### src/rtl/uart_pkg.sv
// ----------------------------------------------------------------------------
// uart_pkg
// Shared definitions for the UART receive frame decoder:
//   - frame width and bit positions of the captured 11-bit frame
//   - one-hot FSM state encoding used by uart_frame_decoder
//   - extract_byte(): pulls the data byte out of a frame, undoing line order
// ----------------------------------------------------------------------------
package uart_pkg;

    localparam int FRAME_W   = 11;
    localparam int START_BIT = 10;
    localparam int DATA_MSB  = 9;   // holds d0 (first data bit on the line)
    localparam int DATA_LSB  = 2;   // holds d7 (last data bit on the line)
    localparam int PAR_BIT   = 1;   // parity, or second stop bit without parity
    localparam int STOP_BIT  = 0;

    typedef enum logic [2:0] {
        ST_IDLE   = 3'b001,
        ST_DECODE = 3'b010,
        ST_WRITE  = 3'b100
    } state_t;

    // The receiver shifts d0 in first, so d0 ends up at the high end of the
    // data field. byte[0] = frame[DATA_MSB] ... byte[7] = frame[DATA_LSB].
    function automatic logic [7:0] extract_byte(input logic [FRAME_W-1:0] f);
        logic [7:0] b;
        b = '0;
        for (int i = 0; i < DATA_MSB - DATA_LSB + 1; i++) begin
            b[i] = f[DATA_MSB - i];
        end
        return b;
    endfunction

endpackage

### src/rtl/uart_sync_fifo.sv
// ----------------------------------------------------------------------------
// uart_sync_fifo
// Single-clock first-word-fall-through FIFO holding decoded bytes.
// Pointers carry one extra wrap bit so full and empty are distinguishable
// without a separate occupancy counter.
//
// Ports:
//   clk, rst    system clock, asynchronous active-high reset (empties FIFO)
//   i_push      write request; honoured when not full, or when full and a
//               pop happens in the same cycle
//   i_data      byte to write
//   i_pop       read request; ignored when empty
//   o_data      head-of-FIFO byte, forced to 0 while empty
//   o_full      FIFO holds DEPTH entries
//   o_empty     FIFO holds no entries
// ----------------------------------------------------------------------------
module uart_sync_fifo #(
    parameter int DEPTH = 8,
    parameter int WIDTH = 8
) (
    input  logic             clk,
    input  logic             rst,
    input  logic             i_push,
    input  logic [WIDTH-1:0] i_data,
    input  logic             i_pop,
    output logic [WIDTH-1:0] o_data,
    output logic             o_full,
    output logic             o_empty
);

    localparam int ADDR_W = $clog2(DEPTH);
    localparam logic [ADDR_W:0] PTR_ONE = 1;

    logic [ADDR_W:0]  r_wr_ptr;
    logic [ADDR_W:0]  r_rd_ptr;
    logic [WIDTH-1:0] r_mem [DEPTH];

    logic w_do_pop;
    logic w_do_push;

    assign o_empty = (r_wr_ptr == r_rd_ptr);
    assign o_full  = (r_wr_ptr[ADDR_W] != r_rd_ptr[ADDR_W]) &&
                     (r_wr_ptr[ADDR_W-1:0] == r_rd_ptr[ADDR_W-1:0]);

    assign w_do_pop  = i_pop && !o_empty;
    // A pop in the same cycle frees the slot being written, so a full FIFO
    // can still accept the new byte.
    assign w_do_push = i_push && (!o_full || w_do_pop);

    // NOTE: sequential state is updated with non-blocking assignments so every
    // register samples the pre-edge values regardless of statement order.
    always_ff @(posedge clk or posedge rst) begin
        if (rst) begin
            r_wr_ptr <= '0;
            r_rd_ptr <= '0;
        end else begin
            if (w_do_push) r_wr_ptr <= r_wr_ptr + PTR_ONE;
            if (w_do_pop)  r_rd_ptr <= r_rd_ptr + PTR_ONE;
        end
    end

    // NOTE: the storage array has no reset; validity is tracked by the
    // pointers alone, which keeps the array mappable to plain RAM.
    always_ff @(posedge clk) begin
        if (w_do_push) begin
            r_mem[r_wr_ptr[ADDR_W-1:0]] <= i_data;
        end
    end

    // Masking while empty keeps stale or uninitialised storage off the output.
    assign o_data = o_empty ? '0 : r_mem[r_rd_ptr[ADDR_W-1:0]];

endmodule

### src/rtl/uart_frame_decoder.sv
// ----------------------------------------------------------------------------
// uart_frame_decoder
// Checks each captured UART frame, extracts its data byte and queues it in a
// FIFO presented to the consumer through a valid/ready handshake. Framing,
// parity and overflow events are tallied in saturating counters.
//
// Build option:
//   UART_RX_PARITY_EN  defined   : frame[1] is a parity bit (ODD_PARITY picks
//                                  odd/even), parity errors are counted.
//                      undefined : frame[1] is a second stop bit and must be 1;
//                                  perr_cnt is held at 0.
//
// Ports:
//   clk, rst     system clock, asynchronous active-high reset
//   frame        captured frame {start, d0..d7, parity/stop2, stop}
//   frame_valid  one-cycle strobe qualifying frame
//   out_data     head-of-FIFO byte (0 while empty)
//   out_valid    FIFO not empty
//   out_ready    consumer takes out_data when out_valid && out_ready
//   ferr_cnt     framing-error count
//   perr_cnt     parity-error count
//   ovf_cnt      frames lost to a full FIFO or to a busy decoder
//   clr_cnt      synchronous clear of all counters, wins over increments
// ----------------------------------------------------------------------------
module uart_frame_decoder
    import uart_pkg::*;
#(
    parameter int DEPTH      = 8,
    parameter int ODD_PARITY = 0,
    parameter int CNT_W      = 8
) (
    input  logic               clk,
    input  logic               rst,
    input  logic [FRAME_W-1:0] frame,
    input  logic               frame_valid,
    output logic [7:0]         out_data,
    output logic               out_valid,
    input  logic               out_ready,
    output logic [CNT_W-1:0]   ferr_cnt,
    output logic [CNT_W-1:0]   perr_cnt,
    output logic [CNT_W-1:0]   ovf_cnt,
    input  logic               clr_cnt
);

    // Elaboration-time parameter sanity checks.
    if (DEPTH < 2 || (DEPTH & (DEPTH - 1)) != 0) begin : g_bad_depth
        $error("uart_frame_decoder: DEPTH must be a power of two >= 2");
    end
    if (ODD_PARITY != 0 && ODD_PARITY != 1) begin : g_bad_parity
        $error("uart_frame_decoder: ODD_PARITY must be 0 or 1");
    end

    // ------------------------------------------------------------------------
    // Registers and wires
    // ------------------------------------------------------------------------
    state_t             r_state;
    logic [FRAME_W-1:0] r_frame_q;
    logic               r_ferr;
    logic               r_perr;
    logic [7:0]         r_byte;

    logic [CNT_W-1:0]   r_ferr_cnt;
    logic [CNT_W-1:0]   r_ovf_cnt;

    logic               w_ferr;
    logic               w_perr;
    logic               w_full;
    logic               w_empty;
    logic               w_pop;
    logic               w_good;
    logic               w_push;
    logic               w_ferr_inc;
    logic               w_ovf_full;
    logic               w_ovf_busy;
    logic [1:0]         w_ovf_amt;

    // Adds amt to cnt, sticking at all-ones instead of wrapping.
    function automatic logic [CNT_W-1:0] sat_add(input logic [CNT_W-1:0] cnt,
                                                 input logic [1:0]       amt);
        logic [CNT_W:0] sum;
        sum = {1'b0, cnt} + (CNT_W+1)'(amt);
        return sum[CNT_W] ? '1 : sum[CNT_W-1:0];
    endfunction

    // ------------------------------------------------------------------------
    // Frame checks, evaluated on the latched frame during DECODE
    // ------------------------------------------------------------------------
`ifdef UART_RX_PARITY_EN
    assign w_ferr = r_frame_q[START_BIT] || !r_frame_q[STOP_BIT];
    // XOR over data plus parity is 0 for even parity, 1 for odd parity.
    assign w_perr = ((^r_frame_q[DATA_MSB:DATA_LSB]) ^ r_frame_q[PAR_BIT])
                    != (ODD_PARITY != 0);
`else
    // Without parity the bit is a second stop bit and must also be 1.
    assign w_ferr = r_frame_q[START_BIT] || !r_frame_q[STOP_BIT] ||
                    !r_frame_q[PAR_BIT];
    assign w_perr = 1'b0;
`endif

    // ------------------------------------------------------------------------
    // Control: FSM
    // ------------------------------------------------------------------------
    always_ff @(posedge clk or posedge rst) begin
        if (rst) begin
            r_state   <= ST_IDLE;
            r_frame_q <= '0;
            r_ferr    <= 1'b0;
            r_perr    <= 1'b0;
            r_byte    <= '0;
        end else begin
            case (r_state)
                ST_IDLE: begin
                    if (frame_valid) begin
                        r_frame_q <= frame;
                        r_state   <= ST_DECODE;
                    end
                end
                ST_DECODE: begin
                    r_ferr  <= w_ferr;
                    r_perr  <= w_perr;
                    r_byte  <= extract_byte(r_frame_q);
                    r_state <= ST_WRITE;
                end
                ST_WRITE: begin
                    r_state <= ST_IDLE;
                end
                default: begin
                    r_state <= ST_IDLE;
                end
            endcase
        end
    end

    // ------------------------------------------------------------------------
    // WRITE-cycle outcome: framing error beats parity error beats push
    // ------------------------------------------------------------------------
    assign w_pop      = out_valid && out_ready;
    assign w_ferr_inc = (r_state == ST_WRITE) && r_ferr;
    assign w_good     = (r_state == ST_WRITE) && !r_ferr && !r_perr;
    assign w_push     = w_good && (!w_full || w_pop);
    assign w_ovf_full = w_good && w_full && !w_pop;
    // The decoder only listens in IDLE; a strobe at any other time is lost.
    assign w_ovf_busy = frame_valid && (r_state != ST_IDLE);
    // Both loss sources can hit in the same cycle, so count each lost frame.
    assign w_ovf_amt  = {1'b0, w_ovf_full} + {1'b0, w_ovf_busy};

    // ------------------------------------------------------------------------
    // Status counters
    // ------------------------------------------------------------------------
    always_ff @(posedge clk or posedge rst) begin
        if (rst) begin
            r_ferr_cnt <= '0;
            r_ovf_cnt  <= '0;
        end else if (clr_cnt) begin
            r_ferr_cnt <= '0;
            r_ovf_cnt  <= '0;
        end else begin
            if (w_ferr_inc)       r_ferr_cnt <= sat_add(r_ferr_cnt, 2'd1);
            if (w_ovf_amt != 2'd0) r_ovf_cnt <= sat_add(r_ovf_cnt, w_ovf_amt);
        end
    end

    assign ferr_cnt = r_ferr_cnt;
    assign ovf_cnt  = r_ovf_cnt;

`ifdef UART_RX_PARITY_EN
    logic [CNT_W-1:0] r_perr_cnt;
    logic             w_perr_inc;

    assign w_perr_inc = (r_state == ST_WRITE) && !r_ferr && r_perr;

    always_ff @(posedge clk or posedge rst) begin
        if (rst) begin
            r_perr_cnt <= '0;
        end else if (clr_cnt) begin
            r_perr_cnt <= '0;
        end else if (w_perr_inc) begin
            r_perr_cnt <= sat_add(r_perr_cnt, 2'd1);
        end
    end

    assign perr_cnt = r_perr_cnt;
`else
    assign perr_cnt = '0;
`endif

    // ------------------------------------------------------------------------
    // Output FIFO
    // ------------------------------------------------------------------------
    uart_sync_fifo #(
        .DEPTH (DEPTH),
        .WIDTH (8)
    ) u_fifo (
        .clk     (clk),
        .rst     (rst),
        .i_push  (w_push),
        .i_data  (r_byte),
        .i_pop   (w_pop),
        .o_data  (out_data),
        .o_full  (w_full),
        .o_empty (w_empty)
    );

    assign out_valid = !w_empty;

endmodule

### config.mk
export PLATFORM = sky130hd
export DESIGN_NAME = uart_frame_decoder
export DESIGN_NICKNAME = d
export VERILOG_FILES = /design/src/rtl/uart_pkg.sv /design/src/rtl/uart_sync_fifo.sv /design/src/rtl/uart_frame_decoder.sv
export SDC_FILE = /design/constraint.sdc
export NUM_CORES = 1
export LEC_CHECK = 0
export BUFFER_PORTS_ARGS = -buffer_cell sky130_fd_sc_hd__buf_2
export CAP_MARGIN = 25
export CORE_ASPECT_RATIO = 1.4
export CORE_MARGIN = 3
export CORE_UTILIZATION = 63
export CTS_CLUSTER_SIZE = 24
export DETAILED_ROUTE_END_ITERATION = 16
export PLACE_DENSITY = 0.95
export SYNTH_ARGS = -nofsm -noshare
export SYNTH_HDL_FRONTEND = slang
export SYNTH_SLANG_ARGS = --single-unit
### constraint.sdc
create_clock -name clk -period 6.3 [get_ports clk]
set_input_delay 0 -clock clk [delete_from_list [all_inputs] [get_ports clk]]
set_output_delay 0 -clock clk [all_outputs]
set_load 0.02 [all_outputs]
**Word level (Yosys, flattened, before mapping)**

Memory sizes are Yosys's and may differ from the RTL's.
Index checks and enable logic that the tools add are counted.

- Equality and inequality tests: 8
- Multiplexer cells: 11
- Add/subtract/negate cells: 5
- Reduce and logical (&&, ||, !) cells: 24

Operator list:

| operator | count |
|---|---|
| 8-bit 2-to-1 mux | 7 |
| 1-bit logical AND | 10 |
| 8-bit by 1-bit adder with 9-bit output, second input constant | 1 |
| 8-bit by 2-bit adder with 9-bit output | 1 |
| 4-bit by 1-bit adder with 4-bit output, second input constant | 2 |
| 1-bit zero test | 6 |
| 3-bit case mux with 2 select lines | 1 |
| 2-bit nonzero test | 3 |
| 4-bit equality test | 1 |
| 1-bit logical OR | 4 |
| 3-bit by 1-bit equality test with 1-bit output, second input constant | 1 |
| 3-bit by 2-bit equality test with 1-bit output, second input constant | 1 |
| 3-bit equality test | 1 |
| 3-bit equality test, second input constant | 1 |
| 3-bit 2-to-1 mux | 1 |
| 3-bit by 1-bit != test with 1-bit output, second input constant | 1 |
| 1-bit by 1-bit adder with 2-bit output | 1 |
| 1-bit 2-to-1 mux | 2 |
| 2-bit != test, second input constant | 1 |
| 2-bit AND reduction | 1 |
| 1-bit != test | 1 |

- RAM bits: 64
- Word-level logic and storage cells: 57
- Register bits after elaboration: 47
- Output and inout port bits: 33
- Memories kept: 1
- Input bits: 16

Memory list:

| name | depth | width | read ports | clocked after Yosys merged registers in | wr ports | line | RTL |
|---|---|---|---|---|---|---|---|
| u_fifo.r_mem | 8 | 8 | 1 | 0 | 1 | uart_sync_fifo.sv:36 | `logic [WIDTH-1:0] r_mem [DEPTH];` |

**Depth between registers and ports, before layout**

Gate-level depths: netlist (run 1).

- Depth after elaboration: 10
- Depth in mapped cells: 12
- Depth with buffers taken out: 12

**Cells and area by module**

A second synthesis (run 1) with hierarchy kept.

- Cells, all modules: 327
- Area total of the unflattened synthesis: 4,999.8 um^2

By module, submodules not included:

| module | times used | cells each | seq. area each (um^2) | area each (um^2) |
|---|---|---|---|---|
| uart_sync_fifo | 1 | 159 | 2,122.0 | 3,044.2 |
| uart_frame_decoder | 1 | 168 | 977.2 | 1,955.6 |

**Least setup slack after synthesis (run 1)**

OpenSTA, ideal clock, no wires.

- Path kind: reg-to-reg
- From: register u_fifo.r_wr_ptr[1]
- To: register r_ovf_cnt[0], in the netlist ovf_cnt[0]
- Stages on the path, launching flop included: 12
- Required time: 6,196 ps
- Library setup time: 104 ps
- Setup slack: 3,436 ps
- Clock period less this slack: 2,864 ps
- Buffers on the path: 1
- Arrival: 2,760 ps
- Cells stage by stage: dfrtp_1 buf_6 xor2_1 or3_4 nor3_1 ha_1 ha_1 inv_1 fa_1 nand4b_1 or2_1 a221oi_1

- Word-level cells in the longest chain between the ends: 10
- Elaborated cells on any way between the ends: 15
- Those cells by class: add/sub (2); eq/ne (2); mux (3); reduce/logical (8)

Ends and longest elaborated chain:

| element | line | RTL |
|---|---|---|
| start, declared | uart_sync_fifo.sv:34 | `logic [ADDR_W:0] r_wr_ptr;` |
| start signal, assigned | uart_sync_fifo.sv:57 | `if (w_do_push) r_wr_ptr <= r_wr_ptr + PTR_ONE;` |
| 4-bit equality test | uart_sync_fifo.sv:41 | `assign o_empty = (r_wr_ptr == r_rd_ptr);` |
| 1-bit zero test | uart_frame_decoder.sv:204 | `assign out_valid = !w_empty;` |
| 1-bit logical AND | uart_frame_decoder.sv:137 | `assign w_pop = out_valid && out_ready;` |
| 1-bit zero test | uart_frame_decoder.sv:141 | `assign w_ovf_full = w_good && w_full && !w_pop;` |
| 1-bit logical AND (*) | uart_frame_decoder.sv:141 |  |
| 1-bit by 1-bit adder with 2-bit output (*) | uart_frame_decoder.sv:145 | `assign w_ovf_amt = {1'b0, w_ovf_full} + {1'b0, w_ovf_busy};` |
| 8-bit by 2-bit adder with 9-bit output | uart_frame_decoder.sv:81 | `sum = {1'b0, cnt} + (CNT_W+1)'(amt);` |
| 8-bit 2-to-1 mux | uart_frame_decoder.sv:82 | `return sum[CNT_W] ? '1 : sum[CNT_W-1:0];` |
| 8-bit 2-to-1 mux | uart_frame_decoder.sv:159 | `if (w_ovf_amt != 2'd0) r_ovf_cnt <= sat_add(r_ovf_cnt, w_ovf_amt);` |
| 8-bit 2-to-1 mux | uart_frame_decoder.sv:154 | `end else if (clr_cnt) begin` |
| end signal, assigned | uart_frame_decoder.sv:159 |  |
| end, declared | uart_frame_decoder.sv:63 | `logic [CNT_W-1:0] r_ovf_cnt;` |

Every way passes the cells marked *; elsewhere a longest branch is shown, timed or not. The select of a mux whose other input is x is not followed.
A chain may end at the register's enable or synchronous reset.

**Worst setup path in the final report (run 1)**

- From: register u_fifo.r_rd_ptr[1]
- To: register r_ovf_cnt[1], in the netlist ovf_cnt[1]

- Word-level cells in the longest chain between the ends: 10
- Elaborated cells on any way between the ends: 15
- Those cells by class: add/sub (2); eq/ne (2); mux (3); reduce/logical (8)

Ends and longest elaborated chain:

| element | line | RTL |
|---|---|---|
| start, declared | uart_sync_fifo.sv:35 | `logic [ADDR_W:0] r_rd_ptr;` |
| start signal, assigned | uart_sync_fifo.sv:58 | `if (w_do_pop) r_rd_ptr <= r_rd_ptr + PTR_ONE;` |
| 4-bit equality test | uart_sync_fifo.sv:41 |  |
| 1-bit zero test | uart_frame_decoder.sv:204 |  |
| 1-bit logical AND | uart_frame_decoder.sv:137 |  |
| 1-bit zero test | uart_frame_decoder.sv:141 |  |
| 1-bit logical AND (*) | uart_frame_decoder.sv:141 |  |
| 1-bit by 1-bit adder with 2-bit output (*) | uart_frame_decoder.sv:145 |  |
| 8-bit by 2-bit adder with 9-bit output | uart_frame_decoder.sv:81 |  |
| 8-bit 2-to-1 mux | uart_frame_decoder.sv:82 |  |
| 8-bit 2-to-1 mux | uart_frame_decoder.sv:159 |  |
| 8-bit 2-to-1 mux | uart_frame_decoder.sv:154 |  |

Marks and branches as above.

==> results.sh, run 1 <==
export IMPL_vias=2779
export IMPL_rsz0062_at_grt="false"
export IMPL_skew_ns=0.00667
export IMPL_die_area_um2=8740
export IMPL_regArea_um2=3100
export IMPL_antenna_cells=0
export IMPL_via_per_inst=5.83
export IMPL_reg2reg_from="u_fifo.r_rd_ptr[1]$_DFFE_PP0P_"
export IMPL_syn_area_um2=4810
export IMPL_arrival_ns=4.05
export IMPL_hold_class="in -> reg"
export IMPL_h_tree_depth=3
export IMPL_yosysWarnings=0
export IMPL_cap_violations=0
export IMPL_power_total_mw=2.16
export IMPL_syn_mean_instance_area_um2=15.0
export IMPL_status="complete, no violations"
export IMPL_hold_buffers=14
export IMPL_ios=49
export IMPL_synth_area_leaders="edfxtp_1 (40%), dfrtp_1 (24%), mux4_2 (7.5%), mux2_2 (4.7%), mux2i_1 (2.5%)"
export IMPL_setup_violations=0
export IMPL_wirelength_um=8940
export IMPL_dr_pass1_iters=4
export IMPL_multiInputGateArea_um2=1560
export IMPL_crit_required_ns=6.57
export IMPL_endpoint="ovf_cnt[1]$_DFFE_PP0P_"
export IMPL_start_util=0.650
export IMPL_critical_path_class="reg -> reg"
export IMPL_grt_max_degree=48
export IMPL_ys_ff_latch=111
export IMPL_overflow=0
export IMPL_place_congestion=0.827
export IMPL_final_nets=399
export IMPL_die_w_um=79.9
export IMPL_grt_pass1_wl_um=14600
export IMPL_clk_pin_slew_ns=0.10
export IMPL_drtAntennaViolNets=0
export IMPL_timing_rr_end="ovf_cnt[1]$_DFFE_PP0P_"
export IMPL_worstSetupStartpoint="u_fifo.r_rd_ptr[1]$_DFFE_PP0P_"
export IMPL_netlist_instances=320
export IMPL_clock_path_buffers=2
export IMPL_synth_edf_count=64
export IMPL_area_delta_synth_final_pct=13.2
export IMPL_critPathLaunchType="flop"
export IMPL_power_density_nw_per_um2=396
export IMPL_crit_fanout=20
export IMPL_cp_end_kind="flop"
export IMPL_ys_top_cells_by_count="edfxtp_1 (64), dfrtp_1 (46), nor2_1 (30)"
export IMPL_synth_distinct_cells=47
export IMPL_io_buffers=40
export IMPL_synth_area_leader_cell="edfxtp_1"
export IMPL_cts_sinks=111
export IMPL_reg2regPathDepth=10
export IMPL_synthMostInstantiatedCell="edfxtp_1"
export IMPL_final_hold_viol_count=0
export IMPL_drive_gt1_frac=0.274
export IMPL_antenna_found_initial=0
export IMPL_drt_iter0_drc=143
export IMPL_fillCellCount=435
export IMPL_cts_root_buf="clkbuf_8"
export IMPL_fin_crit_sh=0.599
export IMPL_async_flop_share=0.423
export IMPL_relSlewSlack=0.350
export IMPL_die_y_um=109
export IMPL_grt_pass1_vias=2834
export IMPL_timing_setup_tns_ns=0
export IMPL_ctsResizeCount=0
export IMPL_rows=37
export IMPL_worst_pin_slew_ns=0.973
export IMPL_cts_buffers=9
export IMPL_final_core_util=0.735
export IMPL_place_hpwl_um=6010
export IMPL_insertion_delay_ns=0.38
export IMPL_finalMaxSlewViolations=0
export IMPL_p_leak_nw=2.11
export IMPL_yosysSeqAreaShare=0.644
export IMPL_cts_tree="done"
export IMPL_ir_drop_mv=0.266
export IMPL_cts_setup_buffers=0
export IMPL_wire_per_inst_um=18.7
export IMPL_core_area_um2=7410
export IMPL_reg2reg_setup_slack_ns=2.53
export IMPL_ys_flop_type="edfxtp_1"
export IMPL_fmax_ghz=0.265
export IMPL_grt_use_total=0.226
export IMPL_drc=0
export IMPL_yosys_area_top_type_share=0.399
export IMPL_period_needed_ns=3.77
## kinds of logic after synthesis
kind of cell | Yosys count | synth area share
flip-flops | 111 | 0.644
buffers and inverters | 33 | 0.0379
XOR/XNOR | 10 | 0.0182
adder cells (fa/ha/maj) | 8 | 0.0224
AND/OR/NAND/NOR | 76 | 0.0821
other | 1 | 0.000779
AO/OA/AOI/OAI | 32 | 0.0457
multiplexers | 49 | 0.149
## area by class of cell
type | instances | share of cell area
inverters | 11 | 0.00758
clock inverters | 4 | 0.0103
well taps | 97 | 0.0223
clock buffers | 12 | 0.0345
multi-input cells | 183 | 0.287
flip-flops and latches | 111 | 0.569
repair buffers | 59 | 0.0694
## placed cells by master, fill, tap and decap left out, drive strengths merged, types with 6 or more instances in the layout
cell type    instances
inv                 12
mux2i               12
a31oi                8
dfrtp               46
clkbuf              15
nor2                30
nor3                 6
xor2                 8
ha                   7
nand2               10
dlygate4sd3         14
mux2                21
buf                 42
mux4                16
edfxtp              64
conb                 8
## where the power goes
group / switching, mW / leakage, nW / internal [mW]
Combinational: 0.295 / 0.827 / 0.293
Sequential: 0.155 / 1.16 / 0.928
Clock: 0.240 / 0.117 / 0.246
## how the worst min path moves through the flow
stage                      from                        to  cells after the start
floorplan               clr_cnt    ovf_cnt[0]$_DFFE_PP0P_                      1
global placement       frame[1]  r_frame_q[1]$_DFFE_PP0P_                      2
detailed placement     frame[9]  r_frame_q[9]$_DFFE_PP0P_                      2
CTS                 frame_valid    r_state[1]$_DFFE_PP0P_                      2
global route        frame_valid    r_state[1]$_DFFE_PP0P_                      2
finish              frame_valid    r_state[1]$_DFFE_PP0P_                      2
## routing by layer
| layer | track usage | routed length, µm |
|---|---|---|
| met3 | 0.0451 | 374 |
| met2 | 0.401 | 4950 |
| met1 | 0.272 | 3480 |
| met4 | 0.0833 | 139 |
| met5 | 0 | 0 |
## flip-flops by register name, summed over array words and instances, names as in the netlist
name             cells
r_ferr               1
u_fifo.r_rd_ptr      4
ovf_cnt              8
r_frame_q           11
ferr_cnt             8
u_fifo.r_mem        64
r_byte               8
r_state              3
u_fifo.r_wr_ptr      4
## worst max-delay path, cell delays in order (launching register included)
cell      delay (ns)
dfrtp_1         0.90
xor2_1          0.26
or3_4           0.49
nor3_1          0.30
ha_1            0.21
ha_1            0.18
inv_1           0.07
fa_1            0.42
nand4b_1        0.23
or2_1           0.32
a221oi_1        0.28
## per-stage QoR
step                setup slack, ns  instance area [µm²]  hold WS, ns  std cells
floorplan                      3.44                 4840       0.0726        327
global placement               2.91                 5040        0.235        444
detailed placement             2.67                 5040        0.236        444
CTS                            2.53                 5430        0.219        474
global route                   2.26                 5450        0.261        477
finish                         2.53                 5450        0.233        477
Note: power is estimated with default switching activity, not from simulation.
==> inputs of run 2 (changes only) <==
--- a/config.mk
+++ b/config.mk
@@ -9,10 +9,10 @@
 export CAP_MARGIN = 25
 export CORE_ASPECT_RATIO = 1.4
 export CORE_MARGIN = 3
-export CORE_UTILIZATION = 63
+export CORE_UTILIZATION = 53
 export CTS_CLUSTER_SIZE = 24
 export DETAILED_ROUTE_END_ITERATION = 16
-export PLACE_DENSITY = 0.95
+export PLACE_DENSITY = 0.87
 export SYNTH_ARGS = -nofsm -noshare
 export SYNTH_HDL_FRONTEND = slang
 export SYNTH_SLANG_ARGS = --single-unit
==> constraint.sdc (replaced) <==
create_clock -name clk -period 3.4 [get_ports clk]
set_input_delay 0 -clock clk [delete_from_list [all_inputs] [get_ports clk]]
set_output_delay 0 -clock clk [all_outputs]
set_load 0.02 [all_outputs]
==> run 2 against run 1 <==
  * Combinational power is 99% higher
  * Sequential cell count stayed put
  * Via count hardly changed
  * Clock power is 98% higher
  * Maximum frequency is 18% higher
  * Register-to-register slack worse by 2.3 ns
  * Sequential power is 79% higher
  * Sequential share of layout area is 0.76 points lower
  * Total power is 88% higher
  * Cell area is 1.4% higher
  * Critical path type unchanged
  * Largest cell class unchanged
==> results.sh, run 2 (same netlist as run 1, synthesis figures left out) <==
export IMPL_place_hpwl_um=5850
export IMPL_ir_drop_mv=0.409
export IMPL_dr_pass1_iters=4
export IMPL_largest_reg_flops=64
export IMPL_cpLargestDelayFamily="simple AND/OR/NAND/NOR gates"
export IMPL_reg2regPathDepth=10
export IMPL_antenna_cells=0
export IMPL_cts_root_buf="clkbuf_16"
export IMPL_rsz0062_at_grt="false"
export IMPL_crit_chain="xor2_1 -> or3_4 -> nor3_1 -> ha_1 -> ha_1 -> inv_1 -> fa_1 -> nand4b_1 -> or2_1 -> a221oi_1"
export IMPL_crit_fanout=9
export IMPL_core_area_um2=8710
export IMPL_crit_required_ns=3.64
export IMPL_die_y_um=119
export IMPL_fillCellCount=628
export IMPL_area_delta_synth_final_pct=14.7
export IMPL_cp_common_cell="ha_1"
export IMPL_ctsResizeCount=0
export IMPL_timing_rr_end="ovf_cnt[1]$_DFFE_PP0P_"
export IMPL_critPathSlowestCell="dfrtp_1"
export IMPL_die_area_um2=10300
export IMPL_critical_path_max_stage_delay_ns=0.48
export IMPL_power_density_nw_per_um2=736
export IMPL_timing_setup_tns_ns=0
export IMPL_cts_buffers=9
export IMPL_p_leak_nw=2.15
export IMPL_grt_max_degree=48
export IMPL_drive_gt1_frac=0.277
export IMPL_setup_slack_ns=0.216
export IMPL_h_tree_depth=3
export IMPL_skew_ns=0.00923
export IMPL_start_util=0.553
export IMPL_grt_pass1_vias=2862
export IMPL_place_congestion=0.807
export IMPL_cts_sinks=111
export IMPL_hold_buffers=14
export IMPL_hold_class="in -> async"
export IMPL_drtAntennaViolNets=0
export IMPL_grt_use_total=0.183
export IMPL_regArea_um2=3100
export IMPL_overflow=0
export IMPL_critical_path_class="reg -> reg"
export IMPL_vias=2777
export IMPL_power_total_mw=4.06
export IMPL_grt_pass1_wl_um=14500
export IMPL_cp_num_buf_inv=1
export IMPL_fin_crit_sh=0.936
export IMPL_clk_pin_slew_ns=0.07
export IMPL_critPathLaunchType="flop"
export IMPL_reg2reg_from="u_fifo.r_wr_ptr[1]$_DFFE_PP0P_"
export IMPL_cts_tree="done"
export IMPL_final_common_cell="edfxtp_1"
export IMPL_finalMaxSlewViolations=0
export IMPL_ios=49
export IMPL_cp_depth=10
export IMPL_relSlewSlack=0.374
export IMPL_period_needed_ns=3.18
export IMPL_via_per_inst=5.69
export IMPL_final_core_util=0.634
export IMPL_insertion_delay_ns=0.34
export IMPL_worst_pin_slew_ns=0.936
export IMPL_wire_per_inst_um=18.2
export IMPL_final_hold_viol_count=0
export IMPL_hold_worst_slack_ns=0.0528
export IMPL_final_nets=402
export IMPL_dp_slack_ns=0.276
export IMPL_endpoint="ovf_cnt[1]$_DFFE_PP0P_"
export IMPL_setup_violations=0
export IMPL_antenna_found_initial=0
export IMPL_cp_end_kind="flop"
export IMPL_reg2reg_setup_slack_ns=0.22
export IMPL_cts_setup_buffers=0
export IMPL_wirelength_um=8860
export IMPL_io_buffers=40
export IMPL_clock_path_buffers=2
export IMPL_drt_iter0_drc=198
export IMPL_die_w_um=86.5
export IMPL_drc=0
export IMPL_rows=40
export IMPL_arrival_ns=3.43
export IMPL_worstSetupStartpoint="u_fifo.r_wr_ptr[1]$_DFFE_PP0P_"
export IMPL_fmax_ghz=0.314
export IMPL_cap_violations=0
export IMPL_multiInputGateArea_um2=1560
export IMPL_layout_common_cells="edfxtp_1 (64), dfrtp_1 (46), buf_2 (40)"
export IMPL_status="complete, no violations"
run 2: power by group:
part | internal, mW | switching (mW)
combinational | 0.556 | 0.616
sequential | 1.72 | 0.210
clock | 0.501 | 0.458
run 2: worst reg2reg max path, cell delays in order (launching register included):
cell and delay (ns):
dfrtp_1 0.48, xor2_1 0.24, or3_4 0.45, nor3_1 0.30, ha_1 0.19, ha_1 0.16, inv_1 0.06, fa_1 0.42
nand4b_1 0.22, or2_1 0.30, a221oi_1 0.26
run 2: per-stage QoR:
| step | std cells | cell area (µm²) |
|---|---|---|
| floorplan | 327 | 4840 |
| global placement | 457 | 5090 |
| detailed placement | 457 | 5090 |
| CTS | 487 | 5500 |
| global route | 488 | 5520 |
| finish | 488 | 5520 |
run 2: layout make-up:
| type | instances | share of cell area |
|---|---|---|
| Clock buffer | 10 | 0.0415 |
| Inverter | 11 | 0.00748 |
| Timing Repair Buffer | 62 | 0.0748 |
| Multi-Input combinational cell | 183 | 0.283 |
| Clock inverter | 6 | 0.00793 |
| Tap cell | 105 | 0.0238 |
| Sequential cell | 111 | 0.561 |
run 2: worst min-delay path by stage:
| stage | end | slack, ns | cells past startpoint |
|---|---|---|---|
| 5_1_grt | ferr_cnt[3]$_DFFE_PP0P_ | 0.06 | 3 |
| 3_3_place_gp | r_frame_q[9]$_DFFE_PP0P_ | 0.23 | 2 |
| 6_report | ferr_cnt[3]$_DFFE_PP0P_ | 0.05 | 3 |
| 2_1_floorplan | ovf_cnt[0]$_DFFE_PP0P_ | 0.07 | 1 |
| 4_1_cts | r_state[1]$_DFFE_PP0P_ | 0.26 | 2 |
| 3_5_place_dp | r_frame_q[0]$_DFFE_PP0P_ | 0.24 | 2 |
run 2: per-layer routing:
layer | share of wire | track usage | vias up
met5 | 0 | 0 | -
met4 | 0.0076 | 0.0750 | 0
met3 | 0.044 | 0.0446 | 6
met2 | 0.54 | 0.302 | 78
met1 | 0.40 | 0.230 | 1391
li1 | - | - | 1302
